==> config.mk <==
export PLATFORM = sky130hd
export DESIGN_NAME = cpu_switch_ctrl_flat
export DESIGN_NICKNAME = d
export VERILOG_FILES = /design/src/rtl/cpu_switch_if.sv /design/src/rtl/cpu_switch_ctrl.sv /design/src/flat_wrapper.sv
export SDC_FILE = /design/constraint.sdc
export NUM_CORES = 1
export LEC_CHECK = 0
export BUFFER_PORTS_ARGS = -buffer_cell sky130_fd_sc_hd__clkbuf_2
export CAP_MARGIN = 20
export CORE_UTILIZATION = 50
export CTS_CLUSTER_DIAMETER = 60
export CTS_CLUSTER_SIZE = 24
export DETAILED_ROUTE_END_ITERATION = 6
export HOLD_SLACK_MARGIN = 0.1
export PLACE_DENSITY = 0.69
export SLEW_MARGIN = 20
export SYNTH_ARGS = -nofsm -noshare
export SYNTH_HDL_FRONTEND = slang
export SYNTH_SLANG_ARGS = --single-unit
==> constraint.sdc <==
create_clock -name clk -period 3.8 [get_ports clk]
set_input_delay 0.76 -clock clk [delete_from_list [all_inputs] [get_ports clk]]
set_output_delay 0.76 -clock clk [all_outputs]
set_load 0.01 [all_outputs]
==> src/rtl/cpu_switch_if.sv <==
// Signal bundle between the CPU failover controller and the surrounding switch fabric.
interface cpu_switch_if;
  logic       hb_a;
  logic       hb_b;
  logic       sw_req;
  logic       sw_ack;
  logic       sw_nak;
  logic       ctr_io;
  logic       io_hold;
  logic       alive_a;
  logic       alive_b;
  logic       both_fail;
  logic [7:0] switch_cnt;

  modport master (
    output hb_a, hb_b, sw_req,
    input  sw_ack, sw_nak, ctr_io, io_hold, alive_a, alive_b, both_fail, switch_cnt
  );

  modport slave (
    input  hb_a, hb_b, sw_req,
    output sw_ack, sw_nak, ctr_io, io_hold, alive_a, alive_b, both_fail, switch_cnt
  );
endinterface

==> src/rtl/cpu_switch_ctrl.sv <==
// Dual-CPU I/O ownership failover controller: heartbeat watchdogs, guarded switchover FSM.
// Optional SWITCH_CNT_EN builds the saturating completed-switchover counter.
//
// state  | meaning
// ACT_A  | CPU A owns the I/O pins
// GRD_AB | guard interval, handing A -> B
// ACT_B  | CPU B owns the I/O pins
// GRD_BA | guard interval, handing B -> A
module cpu_switch_ctrl #(
  parameter int WDT_TIMEOUT  = 1000,
  parameter int GUARD_CYCLES = 16,
  parameter int CNT_W        = 16
) (
  input logic         clk,
  input logic         rst_n,
  cpu_switch_if.slave bus
);

  localparam int                GW       = (GUARD_CYCLES > 1) ? $clog2(GUARD_CYCLES) : 1;
  localparam logic [CNT_W-1:0]  WDT_MAX  = CNT_W'(WDT_TIMEOUT);
  localparam logic [GW-1:0]     GRD_LOAD = GW'(GUARD_CYCLES - 1);

  typedef enum logic [1:0] {
    ACT_A  = 2'd0,
    GRD_AB = 2'd1,
    ACT_B  = 2'd2,
    GRD_BA = 2'd3
  } state_t;

  state_t           state_q, state_d;
  logic [GW-1:0]    grd_q, grd_d;
  logic [CNT_W-1:0] wdt_a_q, wdt_a_d, wdt_b_q, wdt_b_d;
  logic             hb_a_q, hb_b_q;
  logic             ack_q, ack_d, nak_q, nak_d;
  logic             ctr_io_q, ctr_io_d, io_hold_q, io_hold_d;
  logic             alive_a, alive_b;

  // Any level change on a heartbeat restarts its watchdog; otherwise count up to the limit.
  always_comb begin
    wdt_a_d = wdt_a_q;
    wdt_b_d = wdt_b_q;
    if (hb_a_q != bus.hb_a)     wdt_a_d = '0;
    else if (wdt_a_q < WDT_MAX) wdt_a_d = wdt_a_q + CNT_W'(1);
    if (hb_b_q != bus.hb_b)     wdt_b_d = '0;
    else if (wdt_b_q < WDT_MAX) wdt_b_d = wdt_b_q + CNT_W'(1);
  end

  assign alive_a = (wdt_a_q < WDT_MAX);
  assign alive_b = (wdt_b_q < WDT_MAX);

  always_comb begin
    state_d = state_q;
    grd_d   = grd_q;
    ack_d   = 1'b0;
    nak_d   = 1'b0;
    case (state_q)
      ACT_A: begin
        if (alive_b && (!alive_a || bus.sw_req)) begin
          state_d = GRD_AB;
          grd_d   = GRD_LOAD;
          ack_d   = bus.sw_req;
        end else begin
          nak_d   = bus.sw_req;
        end
      end
      ACT_B: begin
        if (alive_a && (!alive_b || bus.sw_req)) begin
          state_d = GRD_BA;
          grd_d   = GRD_LOAD;
          ack_d   = bus.sw_req;
        end else begin
          nak_d   = bus.sw_req;
        end
      end
      GRD_AB: begin
        nak_d = bus.sw_req;
        if (grd_q == '0) begin
          // Abort only when the target is dead and the source can still carry on.
          state_d = (alive_b || !alive_a) ? ACT_B : ACT_A;
        end else begin
          grd_d = grd_q - GW'(1);
        end
      end
      GRD_BA: begin
        nak_d = bus.sw_req;
        if (grd_q == '0) begin
          state_d = (alive_a || !alive_b) ? ACT_A : ACT_B;
        end else begin
          grd_d = grd_q - GW'(1);
        end
      end
      default: state_d = ACT_A;
    endcase
    ctr_io_d  = (state_d == ACT_B) || (state_d == GRD_BA);
    io_hold_d = (state_d == GRD_AB) || (state_d == GRD_BA);
  end

  always_ff @(posedge clk or negedge rst_n) begin
    if (!rst_n) begin
      state_q   <= ACT_A;
      grd_q     <= '0;
      wdt_a_q   <= '0;
      wdt_b_q   <= '0;
      hb_a_q    <= 1'b0;
      hb_b_q    <= 1'b0;
      ack_q     <= 1'b0;
      nak_q     <= 1'b0;
      ctr_io_q  <= 1'b0;
      io_hold_q <= 1'b0;
    end else begin
      state_q   <= state_d;
      grd_q     <= grd_d;
      wdt_a_q   <= wdt_a_d;
      wdt_b_q   <= wdt_b_d;
      hb_a_q    <= bus.hb_a;
      hb_b_q    <= bus.hb_b;
      ack_q     <= ack_d;
      nak_q     <= nak_d;
      ctr_io_q  <= ctr_io_d;
      io_hold_q <= io_hold_d;
    end
  end

`ifdef SWITCH_CNT_EN
  logic [7:0] sw_cnt_q;
  logic       cnt_inc;

  assign cnt_inc = ((state_q == GRD_AB) && (state_d == ACT_B)) ||
                   ((state_q == GRD_BA) && (state_d == ACT_A));

  always_ff @(posedge clk or negedge rst_n) begin
    if (!rst_n) begin
      sw_cnt_q <= 8'h00;
    end else if (cnt_inc && (sw_cnt_q != 8'hFF)) begin
      sw_cnt_q <= sw_cnt_q + 8'h01;
    end
  end

  assign bus.switch_cnt = sw_cnt_q;
`else
  assign bus.switch_cnt = 8'h00;
`endif

  assign bus.sw_ack    = ack_q;
  assign bus.sw_nak    = nak_q;
  assign bus.ctr_io    = ctr_io_q;
  assign bus.io_hold   = io_hold_q;
  assign bus.alive_a   = alive_a;
  assign bus.alive_b   = alive_b;
  assign bus.both_fail = !alive_a && !alive_b;

endmodule

==> src/flat_wrapper.sv <==
// flat-port wrapper written by rule: the top's interface ports become plain ports
module cpu_switch_ctrl_flat 
#(
  parameter int WDT_TIMEOUT  = 1000,
  parameter int GUARD_CYCLES = 16,
  parameter int CNT_W        = 16
)
  (clk, rst_n, bus_hb_a, bus_hb_b, bus_sw_req, bus_sw_ack, bus_sw_nak, bus_ctr_io, bus_io_hold, bus_alive_a, bus_alive_b, bus_both_fail, bus_switch_cnt);
  cpu_switch_if bus_i ();
  input logic clk;
  input logic rst_n;
  input wire logic [$bits(bus_i.hb_a)-1:0] bus_hb_a;
  input wire logic [$bits(bus_i.hb_b)-1:0] bus_hb_b;
  input wire logic [$bits(bus_i.sw_req)-1:0] bus_sw_req;
  output wire logic [$bits(bus_i.sw_ack)-1:0] bus_sw_ack;
  output wire logic [$bits(bus_i.sw_nak)-1:0] bus_sw_nak;
  output wire logic [$bits(bus_i.ctr_io)-1:0] bus_ctr_io;
  output wire logic [$bits(bus_i.io_hold)-1:0] bus_io_hold;
  output wire logic [$bits(bus_i.alive_a)-1:0] bus_alive_a;
  output wire logic [$bits(bus_i.alive_b)-1:0] bus_alive_b;
  output wire logic [$bits(bus_i.both_fail)-1:0] bus_both_fail;
  output wire logic [$bits(bus_i.switch_cnt)-1:0] bus_switch_cnt;
  assign bus_i.hb_a = bus_hb_a;
  assign bus_i.hb_b = bus_hb_b;
  assign bus_i.sw_req = bus_sw_req;
  assign bus_sw_ack = bus_i.sw_ack;
  assign bus_sw_nak = bus_i.sw_nak;
  assign bus_ctr_io = bus_i.ctr_io;
  assign bus_io_hold = bus_i.io_hold;
  assign bus_alive_a = bus_i.alive_a;
  assign bus_alive_b = bus_i.alive_b;
  assign bus_both_fail = bus_i.both_fail;
  assign bus_switch_cnt = bus_i.switch_cnt;
  cpu_switch_ctrl #(.WDT_TIMEOUT(WDT_TIMEOUT), .GUARD_CYCLES(GUARD_CYCLES), .CNT_W(CNT_W)) u_core (.clk(clk), .rst_n(rst_n), .bus(bus_i));
endmodule
### Word-level counts from Yosys, hierarchy flattened

Cells that the tools add are included.

| word-level totals | value |
|---|---|
| input bits | 5 |
| logic and storage cells | 64 |
| bits in registers | 44 |
| output and inout bits | 15 |

| cells by class | value |
|---|---|
| reduce and logical (&&, ||, !) cells | 17 |
| equal/unequal tests | 11 |
| mux-type cells | 21 |
| magnitude comparators | 2 |
| $add $sub $neg | 3 |

Operators by type and width:

| cell | number |
|---|---|
| $mux W16 | 4 |
| $add A16 B1 Y16 const B | 2 |
| $lt A16 B10 Y1 const B | 2 |
| $mux W2 | 6 |
| $mux W4 | 3 |
| $pmux W4 S3 | 1 |
| $eq A2 B2 Y1 const B | 4 |
| $pmux W2 S4 | 1 |
| $logic_or A1 B1 Y1 | 6 |
| $eq A2 B1 Y1 const B | 2 |
| $logic_not A4 Y1 | 1 |
| $mux W1 | 4 |
| $ne A2 B1 Y1 const B | 2 |
| $reduce_bool A2 Y1 | 2 |
| $sub A4 B1 Y4 const B | 1 |
| $logic_and A1 B1 Y1 | 3 |
| $pmux W1 S3 | 1 |
| $reduce_and A3 Y1 | 1 |
| $logic_not A1 Y1 | 2 |
| $logic_not A2 Y1 | 1 |
| $ne A1 B1 Y1 | 2 |
| $ne A2 B2 Y1 const B | 1 |
| $pmux W1 S2 | 1 |
| $reduce_or A2 Y1 | 1 |

### Logic depth before layout (Yosys ltp)

Gate-level depths: netlist (run 1).

| depth | value |
|---|---|
| depth after elaboration | 8 |
| gate-level depth with buffers | 6 |
| mapped depth without buffers | 6 |

### Worst setup path before layout (run 1)

No wires, ideal clock.

| path | value |
|---|---|
| path kind | register to output |
| start point | register u_core.wdt_a_q[15] |
| end point | output bus_both_fail |
| slack | 1.713 ns |
| data required time | 3.040 ns |
| buffers on the path | 1 |
| cell stages (with the launch flop) | 6 |
| arrival time | 1.327 ns |
| path through | dfrtp_1 nor4_2 o211ai_1 buf_2 inv_1 nor2_1 |

| between the ends | value |
|---|---|
| longest elaborated chain between the ends | 3 |

Ends and longest elaborated chain:

| item | line | RTL |
|---|---|---|
| from (decl) | cpu_switch_ctrl.sv:32 | `logic [CNT_W-1:0] wdt_a_q, wdt_a_d, wdt_b_q, wdt_b_d;` |
| from (signal assigned) | cpu_switch_ctrl.sv:113 | `wdt_a_q <= wdt_a_d;` |
| $lt A16 B10 Y1 | cpu_switch_ctrl.sv:48 | `assign alive_a = (wdt_a_q < WDT_MAX);` |
| named net bus_alive_a | flat_wrapper.sv:19 | `output wire logic [$bits(bus_i.alive_a)-1:0] bus_alive_a;` |
| $logic_not A1 Y1 | cpu_switch_ctrl.sv:150 | `assign bus.both_fail = !alive_a && !alive_b;` |
| $logic_and A1 B1 Y1 | cpu_switch_ctrl.sv:150 |  |
| to (decl) | flat_wrapper.sv:21 | `output wire logic [$bits(bus_i.both_fail)-1:0] bus_both_fail;` |

The timed path passes the listed nets, and every way through them passes these cells.

### Worst setup path in the final report (run 1)

| path | value |
|---|---|
| start point | register u_core.wdt_a_q[5] |
| end point | output bus_both_fail |

| between the ends | value |
|---|---|
| longest elaborated chain between the ends | 3 |

Ends and longest elaborated chain:

| item | line |
|---|---|
| $lt A16 B10 Y1 | cpu_switch_ctrl.sv:48 |
| $logic_not A1 Y1 | cpu_switch_ctrl.sv:150 |
| $logic_and A1 B1 Y1 | cpu_switch_ctrl.sv:150 |

Every way passes these cells.

==> results_dict.tcl, run 1 <==
set metrics [dict create \
    drtPass1Iterations 6 \
    cp-end-kind "output port" \
    drc 0 \
    synth-edff-count 0 \
    slew_viol_final 0 \
    syn-instance-count 189 \
    tightest_slew_ns 0.923 \
    core_area_mm2 0.00377 \
    max_stage_delay_ns 0.69 \
    grt_overflow_total 0 \
    dieArea_mm2 0.00433 \
    largestRegisters "u_core.wdt_a_q: 16 flops, u_core.wdt_b_q: 16 flops, u_core.grd_q: 4 flops" \
    holdCritStartpoint "u_core.wdt_a_q[9]$_DFFE_PN0P_" \
    yosys.area.top_type "dfrtp_1" \
    num_rows 22 \
    die_w_um 65.8 \
    r2r_setup_slack_ns 1.78 \
    r2r-end "u_core.wdt_a_q[7]$_DFFE_PN0P_" \
    antenna_cells 0 \
    multi_input_comb_area_um2 888 \
    vdd_drop_max_uv 417 \
    grt_pass1_wl_um 5870 \
    synth.avg_cell_area_um2 10.8 \
    antenna_found_initial 0 \
    finalWirelength_um 3390 \
    timing_worst_setup_path_type "reg -> out" \
    cp_data_required_time_ns 3.04 \
    fillers 324 \
    numCtsBuffers 5 \
    slowest_stage "o211ai_1" \
    io_buffer_count 11 \
    hold_depth 1 \
    clock-root-buffer "clkbuf_8" \
    postCtsSetupRepairBufs 0 \
    synth_flop_cell "dfrtp_1" \
    yosys-top-cells-area "dfrtp_1 (53%), and2_1 (3.7%), o21ai_0 (3.2%), a21oi_1 (3.0%), mux2i_1 (3.0%)" \
    hpwlAfterDp_um 2410 \
    die_h_um 65.8 \
    drive_gt1_share_pct 13.2 \
    post-route-util_pct 58.9 \
    clk_latency_ns 0.30 \
    layout.nets 211 \
    max_cap_violations 0 \
    htreeDepth 2 \
    r2r-start "u_core.wdt_a_q[15]$_DFFE_PN0P_" \
    relSlewSlack_pct 38.4 \
    fin_tns_setup_ns 0 \
    grtUsageTotal_pct 18.1 \
    via_count 1383 \
    postRouteAntennaNets 0 \
    wl_per_cell_um 13.5 \
    async_flop_share_pct 100 \
    grt_pass1_vias 1298 \
    worstSetupStartpointType "flop" \
    post_cts_resized 0 \
    place_congestion 0.761 \
    hp-class "reg -> reg" \
    clk_transition_reported_paths_ns 0.08 \
    fin_crit_sh_pct 75.9 \
    synthTopCellsByCount "dfrtp_1 (43), o21ai_0 (13), a21oi_1 (12), and2_1 (12)" \
    p_leak_nw 0.985 \
    initial_core_util_pct 53.9 \
    ys_seq_area_share_pct 52.9 \
    synthMostInstantiatedCell "dfrtp_1" \
    synth-seq-cells 43 \
    rr_worst_depth 4 \
    synthesis.area_mm2 0.00203 \
    crit_fanout 12 \
    tritoncts "built" \
    setup_viol 0 \
    hold_viol 0 \
    yosysTopAreaCellShare_pct 52.9 \
    ys_warn_count 0 \
    cts-hold-fix-buffers 0 \
    grt_max_degree 44 \
    worst_ep_arrival_time_ns 2.12 \
    fmax_mhz 347 \
    clock_path_buffers 2 \
    viasPerCell 5.49 \
    clock_skew_ns 0.00952 \
    hold_end "u_core.wdt_a_q[9]$_DFFE_PN0P_" \
    power.total_mw 1.11 \
    synth_cell_types 38 \
    drtIter0Drc 81 \
    seq_area_mm2 0.00108 \
    status "completed" \
    crit_chain "nand4_1 > o211ai_1 > inv_1 > nor2_1 > clkbuf_2" \
    fin_crit_ns 2.88 \
    clock_sinks 43 \
    syn_to_final_growth_pct 9.10 \
    powerDensity_mw_per_mm2 499 \
    grt_setup_unrepaired "false" \
    pin_count 20 \
]
## report_power, final
group	internal, mW	leakage (nW)	switching (mW)	total [mW]
combinational	0.0879	0.356	0.103	0.191
sequential	0.510	0.568	0.0444	0.555
clock	0.213	0.0612	0.150	0.363
## kinds of logic (layout without fill, tap and decap cells)
logic type               Yosys count  after routing  share of synthesized area (%)
XOR/XNOR                          10             10                           4.30
AO/OA/AOI/OAI                     44             44                           14.7
other                              1              8                          0.184
flip-flops                        43             43                           52.9
adder cells (fa/ha/maj)            3              3                           1.85
multiplexers                       6              6                           2.95
AND/OR/NAND/NOR                   65             65                           18.4
buffers and inverters             17             25                           4.74
## per-layer routing
layer	routed length, µm	share of wire (%)	up-vias	global-route usage [%]
met5	0	0	-	0
met4	59	1.7	0	7.07
met3	106	3.1	7	5.17
met2	1680	49	22	29.2
met1	1550	46	674	22.7
li1	-	-	680	-
## per-stage QoR
| step | hold WS [ns] | instance area (µm²) | setup slack (ns) | cells |
|---|---|---|---|---|
| global route | 0.509 | 2220 | 0.668 | 252 |
| CTS | 0.498 | 2220 | 0.911 | 252 |
| global placement | 0.472 | 2100 | 1.33 | 244 |
| floorplan | 0.454 | 2060 | 1.71 | 196 |
| finish | 0.490 | 2220 | 0.918 | 252 |
| detailed placement | 0.474 | 2100 | 1.25 | 244 |
## worst max-delay path by stage
stage | startpoint | end | slack [ns] | depth (start not counted)
6_report | u_core.wdt_a_q[5]$_DFFE_PN0P_ | bus_both_fail | 0.92 | 5
5_1_grt | u_core.wdt_a_q[5]$_DFFE_PN0P_ | bus_both_fail | 0.67 | 5
4_1_cts | u_core.wdt_a_q[5]$_DFFE_PN0P_ | bus_both_fail | 0.91 | 5
3_5_place_dp | u_core.wdt_a_q[5]$_DFFE_PN0P_ | bus_both_fail | 1.25 | 5
3_3_place_gp | u_core.wdt_a_q[5]$_DFFE_PN0P_ | bus_both_fail | 1.33 | 5
2_1_floorplan | u_core.wdt_a_q[15]$_DFFE_PN0P_ | bus_both_fail | 1.71 | 5
## worst max-delay path, delay by kind of cell, from the launching register on
kind | cells | cell delay [ns]
compound gates | 1 | 0.69
flops | 1 | 0.43
buf+inv | 2 | 0.37
simple gates | 2 | 0.34
## placed cells by master (no fill, tap or decap), types with 3 or more instances in the layout
master    count
dfrtp_1      43
or3_1         4
nand2_1      11
o21ai_0      13
inv_1         6
clkbuf_8      6
o21a_1        5
mux2i_1       6
nor2_1       11
nor3b_1       3
o31ai_1       4
ha_1          3
nand3_1       5
xor2_1        4
conb_1        8
or4_1         4
xnor2_1       6
a21oi_1      12
and2_1       12
o211ai_1      3
clkbuf_2     10
nor3_1        4
## layout make-up
cell class	count	share of cell area (%)
clock buffer	6	3.72
clock inverter	2	1.58
inverter	6	1.01
multi-input combinational	136	40.0
sequential	43	48.5
tap	48	2.71
timing repair buffer	11	2.48
Power figures use the tool's default switching activity.
==> inputs of run 2 (changes only) <==
PLACE_DENSITY = 0.72   (was 0.69)
clock period = 2.5 ns   (was 3.8 ns; I/O delays follow)
==> run 2 against run 1 <==
Routed wire length grew 7.8%. Power increased by 47%. Final cell count up 1.2%. Sequential share of layout area decreased by 0.11 points. Critical path depth down 1. Via count up 2.7%. Flip-flop and latch count did not move. Core utilization up 0.13 points. Worst setup slack got worse by 0.61 ns. First-iteration DRC count decreased by 27%. Critical path type unchanged. Largest cell class unchanged. Highest routed layer unchanged.
==> results_dict.tcl, run 2 (synthesis gave the netlist of run 1 again) <==
set metrics [dict create \
    die_w_um 65.8 \
    cp_data_required_time_ns 2.00 \
    drtPass1Iterations 4 \
    hpwlAfterDp_um 2710 \
    via_count 1421 \
    final_common_cell "dfrtp_1" \
    clock_path_buffers 2 \
    antenna_cells 0 \
    postCtsSetupRepairBufs 0 \
    largestRegisters "u_core.wdt_a_q: 16 flops, u_core.wdt_b_q: 16 flops, u_core.grd_q: 4 flops" \
    grt_pass1_wl_um 6440 \
    fin_crit_ns 2.19 \
    slew_viol_final 0 \
    num_rows 22 \
    core_area_mm2 0.00377 \
    timing_worst_setup_path_type "reg -> out" \
    rr_worst_depth 4 \
    p_switching_uw 460 \
    grt_overflow_total 0 \
    finalWirelength_um 3660 \
    fmax_mhz 456 \
    clock_skew_ns 0.00790 \
    relSlewSlack_pct 53.5 \
    numCtsBuffers 5 \
    post-route-util_pct 59.0 \
    antenna_found_initial 0 \
    cts-hold-fix-buffers 0 \
    dieArea_mm2 0.00433 \
    worst_ep_arrival_time_ns 1.69 \
    clock-root-buffer "clkbuf_8" \
    layout.nets 214 \
    hp-class "in -> async" \
    drc 0 \
    hold_viol 0 \
    r2r-start "u_core.wdt_b_q[4]$_DFFE_PN0P_" \
    r2r-end "u_core.wdt_b_q[5]$_DFFE_PN0P_" \
    grt_pass1_vias 1505 \
    die_h_um 65.8 \
    clock_sinks 43 \
    p_leak_nw 0.990 \
    crit_fanout 8 \
    grtUsageTotal_pct 19.9 \
    r2r_setup_slack_ns 0.62 \
    initial_core_util_pct 53.9 \
    postRouteAntennaNets 0 \
    place_congestion 0.790 \
    io_buffer_count 11 \
    p_seq_share_pct 52.1 \
    fin_tns_setup_ns 0 \
    fin_crit_sh_pct 87.7 \
    clk_latency_ns 0.30 \
    grt_setup_unrepaired "false" \
    tightest_slew_ns 0.696 \
    wl_per_cell_um 14.3 \
    fillers 313 \
    tritoncts "built" \
    setup_viol 0 \
    layout_common_cells "dfrtp_1 (43), o21ai_0 (13), and2_1 (12), a21oi_1 (12)" \
    p_clk_share_pct 29.4 \
    worstSetupStartpointType "flop" \
    p_sw_share_pct 28.3 \
    viasPerCell 5.57 \
    syn_to_final_growth_pct 9.35 \
    pin_count 20 \
    grt_max_degree 19 \
    status "completed" \
    p_int_mw 1.16 \
    drtIter0Drc 59 \
    vdd_drop_max_uv 569 \
    cp-end-kind "output port" \
    drive_gt1_share_pct 14.0 \
    max_cap_violations 0 \
    clk_transition_reported_paths_ns 0.07 \
    htreeDepth 2 \
    powerDensity_mw_per_mm2 730 \
    post_cts_resized 0 \
    combPwrFrac_pct 18.5 \
]
==> run 2: final cells by class <==
class | instances | area [µm²] | area share, %
clock buffers | 8 | 100 | 4.50
repair buffers | 14 | 77.6 | 3.49
inverters | 6 | 22.5 | 1.01
multi-input cells | 136 | 888 | 39.9
well taps | 48 | 60.1 | 2.70
flip-flops and latches | 43 | 1080 | 48.4
==> run 2: how the worst max path moves through the flow <==
stage                                   startpoint            end  slack, ns  cells after the start
global route         u_core.wdt_b_q[3]$_DFFE_PN0P_  bus_both_fail       0.19                      4
floorplan           u_core.wdt_a_q[15]$_DFFE_PN0P_  bus_both_fail       0.67                      5
detailed placement   u_core.wdt_b_q[4]$_DFFE_PN0P_  bus_both_fail       0.62                      4
finish               u_core.wdt_b_q[4]$_DFFE_PN0P_  bus_both_fail       0.31                      4
global placement    u_core.wdt_b_q[11]$_DFFE_PN0P_  bus_both_fail       0.67                      4
CTS                  u_core.wdt_b_q[4]$_DFFE_PN0P_  bus_both_fail       0.31                      4
==> run 2: worst max-delay path: stages, from the launching register on <==
cell and delay, ns:
dfrtp_1 0.42, o211ai_1 0.43, o211a_1 0.35, nor2_1 0.07, clkbuf_2 0.13
==> run 2: metrics by stage <==
stage	setup WS [ns]	power (mW)	instance area [µm²]	hold slack, ns	instances
floorplan	0.673	1.07	2060	0.204	196
global placement	0.672	1.13	2120	0.433	247
detailed placement	0.621	1.16	2120	0.445	247
CTS	0.311	1.64	2220	0.126	255
global route	0.189	1.71	2220	0.134	255
finish	0.307	1.62	2220	0.118	255
==> run 2: routing by layer <==
metal	wire, µm	GRT usage (%)
met1	1560	22.3
met2	1870	33.8
met3	115	5.69
met4	121	10.6
met5	0	0
==> run 2: power by group through the flow <==
stage | Clock [mW] | Sequential [mW] | Combinational [mW]
5_1_grt | 0.512 | 0.859 | 0.337
2_1_floorplan | 0 | 0.843 | 0.227
6_report | 0.477 | 0.845 | 0.301
3_5_place_dp | 0 | 0.856 | 0.303
4_1_cts | 0.487 | 0.844 | 0.306
3_3_place_gp | 0 | 0.849 | 0.282
==> inputs of run 3 (changes only) <==
REMOVE_ABC_BUFFERS = 1   (was not set)
==> run 3 against run 2 <==
Power fell by 3.1%. Largest cell class unchanged. Critical path depth did not move. Critical path type unchanged. Routed wire length fell by 3.8%. Register-to-register slack barely moved. Maximum frequency fell by 0.61%. Worst setup slack got worse by 0.013 ns. Global-route usage fell by 1.2 points.
==> results_dict.tcl, run 3 (synthesis gave the netlist of run 1 again) <==
set metrics [dict create \
    final_area_mm2 0.00222 \
    crit_fanout 8 \
    r2r-end "u_core.wdt_a_q[7]$_DFFE_PN0P_" \
    crit_start "u_core.wdt_b_q[3]$_DFFE_PN0P_" \
    tritoncts "built" \
    io_buffer_count 11 \
    grt_pass1_vias 1373 \
    initial_core_util_pct 53.9 \
    grt_setup_unrepaired "false" \
    fin_tns_setup_ns 0 \
    r2r-start "u_core.wdt_a_q[15]$_DFFE_PN0P_" \
    core_area_mm2 0.00377 \
    drive_gt1_share_pct 14.4 \
    status "completed" \
    worstSetupStartpointType "flop" \
    place_congestion 0.821 \
    antenna_cells 0 \
    cp-end-kind "output port" \
    powerDensity_mw_per_mm2 707 \
    setup_viol 0 \
    cp-endpoint "bus_both_fail" \
    final_common_cell "dfrtp_1" \
    vdd_drop_max_uv 524 \
    hold_viol 0 \
    fin_crit_ns 2.21 \
    clock_skew_ns 0.0139 \
    clock_path_buffers 2 \
    largestRegisters "u_core.wdt_a_q: 16 flops, u_core.wdt_b_q: 16 flops, u_core.grd_q: 4 flops" \
    post-place-ws_ns 0.626 \
    holdCritStartpoint "bus_hb_a" \
    via_count 1406 \
    wl_per_cell_um 13.7 \
    grt_overflow_total 0 \
    grt_pass1_wl_um 5950 \
    finalNonFillerCells 256 \
    clock-root-buffer "clkbuf_8" \
    max_cap_violations 0 \
    pin_count 20 \
    slew_viol_final 0 \
    clk_latency_ns 0.31 \
    post_cts_resized 0 \
    p_leak_nw 0.983 \
    syn_to_final_growth_pct 9.29 \
    htreeDepth 2 \
    drtPass1Iterations 4 \
    clock_sinks 43 \
    postCtsSetupRepairBufs 0 \
    postRouteAntennaNets 0 \
    viasPerCell 5.49 \
    worst_slack_ns 0.293 \
    finalWirelength_um 3520 \
    r2r_setup_slack_ns 0.61 \
    die_h_um 65.8 \
    cp_data_required_time_ns 2.00 \
    dieArea_mm2 0.00433 \
    hp-class "in -> reg" \
    grtUsageTotal_pct 18.6 \
    antenna_found_initial 0 \
    tightest_slew_ns 0.696 \
    drtIter0Drc 82 \
    rr_worst_depth 5 \
    hpwlAfterDp_um 2540 \
    die_w_um 65.8 \
    relSlewSlack_pct 53.5 \
    layout_common_cells "dfrtp_1 (43), o21ai_0 (13), and2_1 (12), a21oi_1 (12)" \
    numCtsBuffers 5 \
    worst_ep_arrival_time_ns 1.71 \
    grt_max_degree 22 \
    placedCellCount 247 \
    whs_ns 0.357 \
    clk_transition_reported_paths_ns 0.08 \
    timing_worst_setup_path_type "reg -> out" \
    placed_cell_area_mm2 0.00212 \
    num_rows 22 \
    layout.nets 215 \
    fin_crit_sh_pct 88.3 \
    fmax_mhz 453 \
    drc 0 \
]
## run 3: cell type report
class	instances	area, µm²
Clock inverter	3	20.0
Clock buffer	5	68.8
Fill cell	299	1550
Tap cell	48	60.1
Multi-Input combinational cell	136	888
Timing Repair Buffer	15	87.6
Sequential cell	43	1080
Inverter	6	22.5
## run 3: per-layer routing
metal	vias up	wire, µm	GRT usage [%]
met4	0	70	8.97
met5	-	0	0
li1	688	-	-
met3	7	117	4.66
met2	26	1710	30.5
met1	685	1630	22.8
## run 3: power by group
part	total, mW	switching, mW	internal, mW
Combinational	0.292	0.156	0.136
Sequential	0.842	0.0667	0.775
Clock	0.438	0.243	0.194
## run 3: critical path: stages (launching register included)
cell and delay [ns]:
dfrtp_1 0.42, o211ai_1 0.42, o211a_1 0.37, nor2_1 0.07
clkbuf_2 0.13
## run 3: worst min-delay path by stage
stage | depth (start not counted) | slack, ns | to
after floorplan | 0 | 0.20 | u_core.bus.ctr_io$_DFF_PN0_
after global placement | 1 | 0.32 | u_core.hb_a_q$_DFF_PN0_
after detailed placement | 1 | 0.32 | u_core.hb_a_q$_DFF_PN0_
after CTS | 1 | 0.35 | u_core.hb_a_q$_DFF_PN0_
after global routing | 1 | 0.35 | u_core.hb_a_q$_DFF_PN0_
final | 1 | 0.36 | u_core.hb_a_q$_DFF_PN0_
## run 3: metrics by stage
step | power, mW | util, %
2_1_floorplan | 1.06 | -
3_3_place_gp | 1.13 | 56.3
3_5_place_dp | 1.15 | 56.3
4_1_cts | 1.59 | 59.0
5_1_grt | 1.65 | 59.0
6_report | 1.57 | 59.0
## run 3: repair_timing
action	4_1_cts	5_1_grt
hold endpoints to repair	3	0
hold buffers	1	0
setup endpoints to repair	0	0
